$ cat src/rtl/muldiv_seq.sv
`default_nettype none
// ============================================================================
// Module      : muldiv_seq
// Description : Iterative RV32 M-extension multiply/divide unit. One bit per
//               cycle: shift-add multiply, restoring shift-subtract divide.
//               Operands are converted to magnitudes on acceptance and signs
//               are reapplied in a single fix-up cycle.
// Ports       : clk_i    - clock, rising edge
//               rst_i    - synchronous active-high reset
//               start_i  - request, sampled only while idle
//               op_i     - funct3 (MUL/MULH/MULHSU/MULHU/DIV/DIVU/REM/REMU)
//               a_i      - rs1 (multiplicand / dividend)
//               b_i      - rs2 (multiplier / divisor)
//               busy_o   - high from the cycle after acceptance through done
//               done_o   - one-cycle pulse, res_o valid
//               res_o    - result, held until overwritten by the next op
// Revision    : 1.0 - initial release
// ============================================================================
module muldiv_seq #(
    parameter int WIDTH = 32
) (
    input  logic             clk_i,
    input  logic             rst_i,
    input  logic             start_i,
    input  logic [2:0]       op_i,
    input  logic [WIDTH-1:0] a_i,
    input  logic [WIDTH-1:0] b_i,
    output logic             busy_o,
    output logic             done_o,
    output logic [WIDTH-1:0] res_o
);

    localparam int c_CNT_W = $clog2(WIDTH);

    typedef enum logic [1:0] {
        S_IDLE = 2'd0,
        S_CALC = 2'd1,
        S_FIX  = 2'd2,
        S_DONE = 2'd3
    } state_t;

    state_t               r_state_q, w_state_d;
    logic [2:0]           r_op_q, w_op_d;
    logic                 r_neg_a_q, w_neg_a_d;
    logic                 r_neg_b_q, w_neg_b_d;
    logic                 r_bzero_q, w_bzero_d;
    logic                 r_ovf_q, w_ovf_d;
    logic [c_CNT_W-1:0]   r_cnt_q, w_cnt_d;
    // Multiplicand magnitude (multiply) or divisor magnitude (divide)
    logic [WIDTH-1:0]     r_opnd_q, w_opnd_d;
    // Product accumulator: upper half sums, lower half holds the multiplier
    logic [2*WIDTH-1:0]   r_acc_q, w_acc_d;
    logic [WIDTH:0]       r_rem_q, w_rem_d;
    logic [WIDTH-1:0]     r_quo_q, w_quo_d;
    logic [WIDTH-1:0]     r_res_q, w_res_d;

    // Acceptance-time operand decode
    logic                 w_is_div;
    logic                 w_sgn_a;
    logic                 w_sgn_b;
    logic                 w_neg_a;
    logic                 w_neg_b;
    logic [WIDTH-1:0]     w_mag_a;
    logic [WIDTH-1:0]     w_mag_b;

    // Datapath
    logic [WIDTH:0]       w_sum;
    logic [WIDTH+1:0]     w_shift;
    logic [WIDTH+1:0]     w_diff;
    logic                 w_neg_res;
    logic [2*WIDTH-1:0]   w_prod_f;
    logic [WIDTH-1:0]     w_quo_f;
    logic [WIDTH-1:0]     w_rem_f;

    assign w_is_div = op_i[2];
    // Signed a: MUL, MULH, MULHSU, DIV, REM. Signed b: MUL, MULH, DIV, REM.
    assign w_sgn_a  = w_is_div ? ~op_i[0] : (op_i[1:0] != 2'b11);
    assign w_sgn_b  = w_is_div ? ~op_i[0] : ~op_i[1];
    assign w_neg_a  = w_sgn_a & a_i[WIDTH-1];
    assign w_neg_b  = w_sgn_b & b_i[WIDTH-1];
    assign w_mag_a  = w_neg_a ? -a_i : a_i;
    assign w_mag_b  = w_neg_b ? -b_i : b_i;

    // Multiply step: conditional add into the upper half, carry kept in bit WIDTH
    assign w_sum    = {1'b0, r_acc_q[2*WIDTH-1:WIDTH]}
                    + (r_acc_q[0] ? {1'b0, r_opnd_q} : {(WIDTH+1){1'b0}});

    // Divide step: the remainder stays below the divisor, so its top bit is
    // always zero and the trial difference sign lands in bit WIDTH+1.
    assign w_shift  = {r_rem_q, r_quo_q[WIDTH-1]};
    assign w_diff   = w_shift - {2'b00, r_opnd_q};

    assign w_neg_res = r_neg_a_q ^ r_neg_b_q;
    assign w_prod_f  = w_neg_res ? -r_acc_q : r_acc_q;

    // Divide by zero leaves the raw all-ones quotient unsigned; the remainder
    // already equals |a| and taking the dividend sign restores a exactly.
    always_comb begin
        w_quo_f = r_quo_q;
        w_rem_f = r_rem_q[WIDTH-1:0];
        if (r_bzero_q) begin
            w_quo_f = {WIDTH{1'b1}};
        end else if (r_ovf_q) begin
            w_quo_f = {1'b1, {(WIDTH-1){1'b0}}};
        end else if (w_neg_res) begin
            w_quo_f = -r_quo_q;
        end
        if (r_ovf_q) begin
            w_rem_f = {WIDTH{1'b0}};
        end else if (r_neg_a_q) begin
            w_rem_f = -r_rem_q[WIDTH-1:0];
        end
    end

    always_comb begin
        w_state_d = r_state_q;
        w_op_d    = r_op_q;
        w_neg_a_d = r_neg_a_q;
        w_neg_b_d = r_neg_b_q;
        w_bzero_d = r_bzero_q;
        w_ovf_d   = r_ovf_q;
        w_cnt_d   = r_cnt_q;
        w_opnd_d  = r_opnd_q;
        w_acc_d   = r_acc_q;
        w_rem_d   = r_rem_q;
        w_quo_d   = r_quo_q;
        w_res_d   = r_res_q;

        case (r_state_q)
            S_IDLE: begin
                if (start_i) begin
                    w_op_d    = op_i;
                    w_neg_a_d = w_neg_a;
                    w_neg_b_d = w_neg_b;
                    w_bzero_d = (b_i == {WIDTH{1'b0}});
                    w_ovf_d   = w_is_div & ~op_i[0]
                              & (a_i == {1'b1, {(WIDTH-1){1'b0}}})
                              & (b_i == {WIDTH{1'b1}});
                    w_cnt_d   = c_CNT_W'(WIDTH - 1);
                    w_rem_d   = {(WIDTH+1){1'b0}};
                    if (w_is_div) begin
                        w_opnd_d = w_mag_b;
                        w_quo_d  = w_mag_a;
                        w_acc_d  = {(2*WIDTH){1'b0}};
                    end else begin
                        w_opnd_d = w_mag_a;
                        w_acc_d  = {{WIDTH{1'b0}}, w_mag_b};
                        w_quo_d  = {WIDTH{1'b0}};
                    end
                    w_state_d = S_CALC;
                end
            end
            S_CALC: begin
                if (r_op_q[2]) begin
                    if (!w_diff[WIDTH+1]) begin
                        w_rem_d = w_diff[WIDTH:0];
                        w_quo_d = {r_quo_q[WIDTH-2:0], 1'b1};
                    end else begin
                        w_rem_d = w_shift[WIDTH:0];
                        w_quo_d = {r_quo_q[WIDTH-2:0], 1'b0};
                    end
                end else begin
                    w_acc_d = {w_sum, r_acc_q[WIDTH-1:1]};
                end
                w_cnt_d = r_cnt_q - 1'b1;
                if (r_cnt_q == {c_CNT_W{1'b0}}) begin
                    w_state_d = S_FIX;
                end
            end
            S_FIX: begin
                case (r_op_q)
                    3'b000:                 w_res_d = w_prod_f[WIDTH-1:0];
                    3'b001, 3'b010, 3'b011: w_res_d = w_prod_f[2*WIDTH-1:WIDTH];
                    3'b100, 3'b101:         w_res_d = w_quo_f;
                    default:                w_res_d = w_rem_f;
                endcase
                w_state_d = S_DONE;
            end
            S_DONE: begin
                w_state_d = S_IDLE;
            end
            default: begin
                w_state_d = S_IDLE;
            end
        endcase
    end

    always_ff @(posedge clk_i) begin
        if (rst_i) begin
            r_state_q <= S_IDLE;
            r_op_q    <= 3'b000;
            r_neg_a_q <= 1'b0;
            r_neg_b_q <= 1'b0;
            r_bzero_q <= 1'b0;
            r_ovf_q   <= 1'b0;
            r_cnt_q   <= {c_CNT_W{1'b0}};
            r_opnd_q  <= {WIDTH{1'b0}};
            r_acc_q   <= {(2*WIDTH){1'b0}};
            r_rem_q   <= {(WIDTH+1){1'b0}};
            r_quo_q   <= {WIDTH{1'b0}};
            r_res_q   <= {WIDTH{1'b0}};
        end else begin
            r_state_q <= w_state_d;
            r_op_q    <= w_op_d;
            r_neg_a_q <= w_neg_a_d;
            r_neg_b_q <= w_neg_b_d;
            r_bzero_q <= w_bzero_d;
            r_ovf_q   <= w_ovf_d;
            r_cnt_q   <= w_cnt_d;
            r_opnd_q  <= w_opnd_d;
            r_acc_q   <= w_acc_d;
            r_rem_q   <= w_rem_d;
            r_quo_q   <= w_quo_d;
            r_res_q   <= w_res_d;
        end
    end

    assign busy_o = (r_state_q != S_IDLE);
    assign done_o = (r_state_q == S_DONE);
    assign res_o  = r_res_q;

endmodule
`default_nettype wire

$ cat config.mk
export PLATFORM = sky130hd
export DESIGN_NAME = muldiv_seq
export DESIGN_NICKNAME = d
export VERILOG_FILES = /design/src/rtl/muldiv_seq.sv
export SDC_FILE = /design/constraint.sdc
export NUM_CORES = 1
export LEC_CHECK = 0
export CELL_PAD_IN_SITES_DETAIL_PLACEMENT = 0
export CELL_PAD_IN_SITES_GLOBAL_PLACEMENT = 2
export CORE_MARGIN = 5
export CORE_UTILIZATION = 39
export DETAILED_ROUTE_END_ITERATION = 16
export PLACE_DENSITY_LB_ADDON = 0.1
export RECOVER_POWER = 50
export SLEW_MARGIN = 5
export SYNTH_ARGS = -nofsm -noshare
export SYNTH_HDL_FRONTEND = slang
export SYNTH_SLANG_ARGS = --single-unit
export TNS_END_PERCENT = 1
$ cat constraint.sdc
create_clock -name clk_i -period 8.15 [get_ports clk_i]
set_clock_uncertainty 0.1 [all_clocks]
set_input_delay 1.63 -clock clk_i [delete_from_list [all_inputs] [get_ports clk_i]]
set_output_delay 1.63 -clock clk_i [all_outputs]
set_load 0.005 [all_outputs]
==> results of run 1 <==
==> layer usage <==
metal	global-route usage	vias to the layer above	part of all wire	wire length [um]
met3	0.0387	96	0.065	4340
met5	0	-	0	0
li1	-	7962	-	-
met1	0.398	8138	0.47	31400
met4	0.0797	0	0.032	2160
met2	0.427	645	0.44	29300
==> how the worst max path moves through the flow <==
| stage | slack [ps] | startpoint | end | cells after the start |
|---|---|---|---|---|
| 5_1_grt | 1760 | start_i | r_rem_q[31]$_SDFFE_PP0P_ | 8 |
| 6_report | 2030 | start_i | r_rem_q[32]$_SDFFE_PP0P_ | 8 |
| 4_1_cts | 3610 | r_acc_q[33]$_SDFFE_PP0P_ | res_o[23]$_SDFFE_PP0P_ | 9 |
| 2_1_floorplan | 3890 | b_i[5] | r_opnd_q[27]$_SDFFE_PP0P_ | 9 |
| 3_5_place_dp | 3110 | a_i[2] | r_opnd_q[27]$_SDFFE_PP0P_ | 10 |
| 3_3_place_gp | 3180 | a_i[4] | r_opnd_q[27]$_SDFFE_PP0P_ | 10 |
==> power by group through the flow <==
| stage | sequential (uW) | clock [uW] | combinational, uW |
|---|---|---|---|
| 6_report | 1510 | 1230 | 2800 |
| 4_1_cts | 1500 | 1260 | 2810 |
| 5_1_grt | 1530 | 1290 | 3040 |
| 2_1_floorplan | 1410 | 0 | 1850 |
| 3_3_place_gp | 1520 | 0 | 2790 |
| 3_5_place_dp | 1530 | 0 | 2800 |
==> area by class of cell <==
| cell class | count | share of cell area |
|---|---|---|
| Multi-Input combinational cell | 1750 | 0.612 |
| Sequential cell | 207 | 0.223 |
| Timing Repair Buffer | 128 | 0.0658 |
| Clock buffer | 33 | 0.0392 |
| Tap cell | 532 | 0.0358 |
| Inverter | 75 | 0.0152 |
| Clock inverter | 11 | 0.00835 |
| Antenna cell | 1 | 0.000135 |
==> flip-flops by register name, indices dropped and copies added, names as in the netlist, 2 cells and up <==
signal     flops
r_opnd_q      32
r_state_q      2
r_quo_q       32
r_acc_q       64
res_o         32
r_cnt_q        5
r_rem_q       33
r_op_q         3
==> per-stage QoR <==
step | utilization | total power (uW) | area [sq um] | cells | hold slack (ps)
2_1_floorplan | - | 3260 | 16300 | 2158 | 332
3_3_place_gp | 0.431 | 4310 | 17700 | 2692 | 340
3_5_place_dp | 0.431 | 4320 | 17700 | 2692 | 347
4_1_cts | 0.453 | 5570 | 18600 | 2736 | 354
5_1_grt | 0.452 | 5870 | 18600 | 2736 | 372
6_report | 0.452 | 5540 | 18600 | 2737 | 353
==> worst min-delay path, delay by kind of cell, from the launching register on <==
family | cells | cell delay [ps]
and+or+nand+nor | 1 | 50
DFF | 1 | 310
AOI/OAI and AO/OA | 1 | 50
==> logic make-up (layout without fill, tap and decap cells) <==
| group | count (synthesis) | count (layout) | share of synthesized area |
|---|---|---|---|
| adder cells (fa/ha/maj) | 79 | 79 | 0.0616 |
| AO/OA/AOI/OAI | 659 | 659 | 0.270 |
| flip-flops | 207 | 207 | 0.255 |
| buffers and inverters | 201 | 247 | 0.0499 |
| other | 0 | 1 | 0 |
| multiplexers | 37 | 37 | 0.0231 |
| AND/OR/NAND/NOR | 743 | 743 | 0.217 |
| XOR/XNOR | 232 | 232 | 0.125 |
==> cells in the mapped netlist, drive strengths merged, types with 4 or more instances <==
cell type / n
a222oi: 29
or4: 15
a22oi: 11
mux2i: 33
a211o: 5
clkbuf: 112
a32oi: 11
o21a: 20
ha: 77
o22ai: 4
xor2: 107
a221oi: 40
xnor2: 125
a311oi: 9
inv: 75
a21o: 30
a21oi: 144
and2: 13
mux2: 4
o211ai: 16
o21bai: 7
nor2: 274
nor4: 27
a31oi: 15
o221ai: 25
o41ai: 22
buf: 13
nor4b: 4
and4: 4
nor3b: 6
o21ai: 180
nor2b: 16
nand4: 16
nand2: 175
a211oi: 25
and3: 8
nand2b: 25
dfxtp: 207
o31ai: 39
nor3: 80
nand3: 23
or3: 40
or2: 10
==> out/qor.yml, run 1 <==
worst_setup_path:
  worst-r2r-cell-count: 9
  reg2reg_from: "r_acc_q[7]$_SDFFE_PP0P_"
  worst_path_dominant_cell_family: "buffers and inverters"
  start_kind: "input port"
  path_cells: "dlygate4sd3_1 -> nand2_1 -> clkbuf_1 -> o21ai_0 -> a21boi_0 -> nor2_4 -> a21oi_1 -> nand3_1"
  cp_slowest_stage_delay_ps: 1560
  worstPathArrival_ps: 6510
  end_kind: "register"
  crit_path_kind: "in2reg"
  critPathSlowestCell: "sky130_fd_sc_hd__clkbuf_1"
  cp.buffers_inverters: 2
  crit_fanout: 38
  worst_r2r_endpoint: "res_o[23]$_SDFFE_PP0P_"
  reg2reg_setup_slack_ps: 2380
  cp_data_required_time_ps: 8540
clocking:
  clock_sinks: 207
  clockBufferDepth: 3
  cts_tree: "built"
  numCtsBuffers: 26
  cts-root-buf: "sky130_fd_sc_hd__clkbuf_16"
  cts.reportedPaths.clkPinSlew_ps: 60
  postCtsHoldBufs: 0
  post_cts.repair.setup_buffers: 0
  cts_resized: 0
  clock_insertion_delay_worst_skew_ps: 570
  cts_max_level: 1
global_routing:
  wire_length_of_the_first_global_routing_pass_um: 99600
  total_congestion_overflow_after_global_routing: 0
  global_route.usage.total: 0.275
  antenna_found_initial: 0
  first_global_vias: 15500
  pin_count_of_the_biggest_net_entering_global_routing: 130
synthesis:
  synth-seq-area-share: 0.255
  postSynthNetCount: 2307
  synth_area_sq_um: 16300
  postSynth.topFlopCell: "sky130_fd_sc_hd__dfxtp_1"
  synth_cell_type_count: 84
  syn_inst: 2158
  synth_area_leaders: "sky130_fd_sc_hd__dfxtp_1, sky130_fd_sc_hd__xnor2_1, sky130_fd_sc_hd__nor2_1"
  asyncSetResetFlopFracSynth: 0
  ys_ff_latch: 207
  number_of_enable_flip_flop_cells_after_synthesis: 0
  yosysWarnings: 0
  yosys.area.top_type: "sky130_fd_sc_hd__dfxtp_1"
  netlist.area_leader.share: 0.255
  synth_area_per_cell_sq_um: 7.54
routing:
  detailedRoute.firstIterationViolations: 2049
  drt-pass1-iter-count: 8
  ant_nets: 0
  dr_total_vias: 16800
  viasPerCell: 6.15
  wl_per_cell_um: 24.5
  drt-total-wl_um: 67100
  drc_errors: 0
power:
  worst_vdd_ir_mv: 0.159
  power_frac_seq: 0.272
  logic_pwr_share: 0.505
  power_switching_uw: 2590
  power_frac_clock: 0.222
  leakage_power_uw: 0.00718
  sw_frac_of_total: 0.468
  pint_uw: 2950
  power.density_cell_area_nw_per_um2: 298
place:
  finalWeightedCongestion: 0.977
  placement.io_buffers: 103
  detailedPlace.worstSlack_ps: 3110
  hpwlAfterDp_um: 51600
floorplan:
  floorplan_die_area_sq_um: 45900
  floorplan.rows: 74
  initial_core_util: 0.396
  dieWidth_um: 214
  dieHeight_um: 214
  floorplan.io_pins: 104
  area_of_the_placeable_core_sq_um: 41100
hold_path:
  hold_depth: 2
  min_path_type: "reg2reg"
  hold-path-endpoint: "r_opnd_q[6]$_SDFFE_PP0P_"
  hold_path.startpoint: "r_opnd_q[6]$_SDFFE_PP0P_"
final_layout:
  most-common-layout-cells: "sky130_fd_sc_hd__nor2_1, sky130_fd_sc_hd__dfxtp_1, sky130_fd_sc_hd__o21ai_0, sky130_fd_sc_hd__nand2_1, sky130_fd_sc_hd__a21oi_1"
  seqCellArea_sq_um: 4150
  drive_gt1_frac: 0.0476
  fillerInstances: 4252
  multi_input_area_sq_um: 11400
  final_common_cell: "sky130_fd_sc_hd__nor2_1"
  flow.area_growth_from_synthesis_pct: 14.1
  fin_nets: 2337
run:
  maxCapViolations: 3
sta:
  rsz0062_at_grt: "false"
  timing.final.hold_violations: 0
  relative_slew_slack: -0.474
  finalWorstPathRequiredPeriod_ps: 6120
  timing.final.setup_violations: 0
  period_share: 0.751
  max_freq_mhz: 163
  worst-slew-pin-transition_ps: 2210
  setup_slack_ps: 2030
  drv_slew: 78
  timing.setup.tns_ps: 0
status:
  failing_checks: "max-capacitance violations, max-slew violations"
  status: "finished, violations left"
Power figures use the tool's default switching activity.
==> run 2: changes to the inputs <==
--- a/config.mk
+++ b/config.mk
@@ -8,7 +8,7 @@
 export CELL_PAD_IN_SITES_DETAIL_PLACEMENT = 0
 export CELL_PAD_IN_SITES_GLOBAL_PLACEMENT = 2
 export CORE_MARGIN = 5
-export CORE_UTILIZATION = 39
+export CORE_UTILIZATION = 32
 export DETAILED_ROUTE_END_ITERATION = 16
 export PLACE_DENSITY_LB_ADDON = 0.1
 export RECOVER_POWER = 50
==> constraint.sdc (replaced) <==
create_clock -name clk_i -period 5.3 [get_ports clk_i]
set_clock_uncertainty 0.1 [all_clocks]
set_input_delay 1.06 -clock clk_i [delete_from_list [all_inputs] [get_ports clk_i]]
set_output_delay 1.06 -clock clk_i [all_outputs]
set_load 0.005 [all_outputs]
==> run 2 against run 1 <==
The run still ends with max-capacitance violations, max-slew violations left. Non-clock buffer count grew 13. Register-to-register slack lost 1300 ps. Clock-buffer cell count grew 4. Sequential cell count is the same. Hold slack is essentially flat. Sequential share of layout area shrank 0.39 points. Critical path depth is the same. Combinational power grew 59%. Power grew 57%. Critical endpoint is now r_acc_q[21]$_SDFFE_PP0P_. Highest routed layer unchanged.
==> out/qor.yml, run 2 (synthesis gave the netlist of run 1 again) <==
sta:
  drv_slew: 87  # +12%
  rsz0062_at_grt: "false"
  timing.final.setup_violations: 0  # unchanged
  worst-slew-pin-transition_ps: 1960  # -248 ps
  finalWorstPathRequiredPeriod_ps: 4210
  timing.setup.tns_ps: 0  # unchanged
  relative_slew_slack: -0.309  # +0.165
  period_share: 0.794
  timing.final.hold_violations: 0  # unchanged
  max_freq_mhz: 238
clocking:
  cts-root-buf: "sky130_fd_sc_hd__clkbuf_16"
  cts.reportedPaths.clkPinSlew_ps: 60  # about the same
  clockBufferDepth: 3  # unchanged
  cts_tree: "built"
  clock_insertion_delay_worst_skew_ps: 570  # about the same
  post_cts.repair.setup_buffers: 0  # unchanged
  numCtsBuffers: 27  # +3.8%
  clock_sinks: 207  # unchanged
  cts_max_level: 1  # unchanged
  cts_resized: 0  # unchanged
  postCtsHoldBufs: 0  # unchanged
routing:
  detailedRoute.firstIterationViolations: 1550  # -24%
  drt-pass1-iter-count: 7  # -1
  viasPerCell: 5.71  # -7.2%
  drc_errors: 0  # unchanged
  ant_nets: 0  # unchanged
  dr_total_vias: 16500  # -1.9%
  drt-total-wl_um: 70000  # +4.2%
  wl_per_cell_um: 24.2  # -1.4%
power:
  leakage_power_uw: 0.00725  # +1.0%
  worst_vdd_ir_mv: 0.208  # +31%
  power.density_cell_area_nw_per_um2: 460  # +54%
hold_path:
  min_path_type: "reg2reg"
status:
  failing_checks: "max-capacitance violations, max-slew violations"
  status: "finished, violations left"
worst_setup_path:
  path_cells: "inv_1 -> ha_1 -> inv_1 -> o21ai_0 -> nand2_1 -> clkbuf_2 -> a222oi_1 -> nor2_1"
  start_kind: "register"
  cp.buffers_inverters: 3  # +1
  critPathSlowestCell: "sky130_fd_sc_hd__o21ai_0"
  cp_common_cell: "sky130_fd_sc_hd__inv_1"
  worst_path_dominant_cell_family: "compound AO/OA/AOI/OAI gates"
  cp_slowest_stage_delay_ps: 1070  # -490 ps
  crit_path_kind: "reg2reg"
  crit_fanout: 32  # -16%
  worstPathArrival_ps: 4480  # -2030 ps
  end_kind: "register"
  cp_data_required_time_ps: 5570  # -2970 ps
place:
  placement.io_buffers: 103  # unchanged
  hpwlAfterDp_um: 55300  # +7.3%
  finalWeightedCongestion: 0.897  # -8.2%
  place_area_sq_um: 18000  # +1.5%
run:
  maxCapViolations: 1  # -2
global_routing:
  global_route.usage.total: 0.241  # -0.0341
  wire_length_of_the_first_global_routing_pass_um: 104000  # +4.2%
  antenna_found_initial: 1  # +1
  total_congestion_overflow_after_global_routing: 0  # unchanged
  pin_count_of_the_biggest_net_entering_global_routing: 87  # -33%
  first_global_vias: 15700  # +1.4%
floorplan:
  floorplan_die_area_sq_um: 55500  # +21%
  area_of_the_placeable_core_sq_um: 50300  # +22%
  dieWidth_um: 236  # +9.9%
  dieHeight_um: 236  # +9.9%
  initial_core_util: 0.324  # -0.0722
  floorplan.io_pins: 104  # unchanged
  floorplan.rows: 82  # +11%
final_layout:
  max_flop_register: "r_acc_q"
  final_design_area_no_fill_sq_um: 18900  # +1.7%
  fin_nets: 2351  # +0.60%
  antennaDiodeCount: 0  # -1
  most-common-layout-cells: "sky130_fd_sc_hd__nor2_1, sky130_fd_sc_hd__dfxtp_1, sky130_fd_sc_hd__o21ai_0, sky130_fd_sc_hd__nand2_1, sky130_fd_sc_hd__a21oi_1"
  layout_top_registers: "r_acc_q x64, r_rem_q x33"
  drive_gt1_frac: 0.0554  # +0.00771
  final_common_cell: "sky130_fd_sc_hd__nor2_1"
  flow.area_growth_from_synthesis_pct: 16.1
  max_ffs_per_register: 64  # unchanged
run 2: cell count changes in the layout (fill, tap and decap cells not counted), sizes merged:
cell | before | now
clkinvlp | 0 | 2
clkbuf | 35 | 45
bufinv | 4 | 3
clkinv | 7 | 6
dlygate4sd3 | 35 | 38
buf | 24 | 31
inv | 75 | 76
diode | 1 | 0
clkdlybuf4s50 | 67 | 64
run 2: layout make-up:
type                       instances  area [sq um]
fill                            5311         31400
multi-input combinational       1750         11400
sequential                       207          4140
timing repair buffer             141          1290
tap                              672           841
clock buffer                      37           783
inverter                          75           282
clock inverter                    12           144
run 2: worst paths after layout:
check | start | endpoint | slack (ps) | cells past startpoint
min reg2reg | r_opnd_q[6]$_SDFFE_PP0P_ | r_opnd_q[6]$_SDFFE_PP0P_ | 350 | 2
max | r_state_q[1]$_SDFFE_PP0P_ | r_acc_q[21]$_SDFFE_PP0P_ | 1090 | 8
min | r_opnd_q[6]$_SDFFE_PP0P_ | r_opnd_q[6]$_SDFFE_PP0P_ | 350 | 2
max reg2reg | r_state_q[1]$_SDFFE_PP0P_ | r_acc_q[21]$_SDFFE_PP0P_ | 1090 | 8
run 2: metal layers:
layer | vias up | global-route usage | part of all wire
met5 | - | 0 | 0
met4 | 0 | 0.0704 | 0.032
met3 | 104 | 0.0492 | 0.068
met2 | 534 | 0.376 | 0.44
met1 | 7888 | 0.336 | 0.46
li1 | 7996 | - | -
run 2: where the power goes:
group / total [uW] / switching (uW) / internal [uW]
Combinational: 4460 / 2920 / 1530
Sequential: 2290 / 392 / 1900
Clock: 1950 / 773 / 1170
Total: 8700 / 4090 / 4610
run 2: worst reg2reg max path, delay by kind of cell (launching register included):
family          cells  cell delay, ps
buf+inv             3             890
compound gates      2            1610
simple gates        2             730
fa+ha+maj           1             360
flops               1             340
run 2: metrics by stage:
stage | std cells | total power [uW] | setup slack, ps | hold slack [ps] | utilization
final | 2894 | 8700 | 1090 | 353 | 0.376
after global routing | 2894 | 9250 | 722 | 371 | 0.376
after CTS | 2894 | 8790 | 1200 | 354 | 0.376
after detailed placement | 2845 | 6800 | 974 | 345 | 0.358
after global placement | 2845 | 6790 | 994 | 344 | 0.358
after floorplan | 2158 | 5010 | 1610 | 332 | -
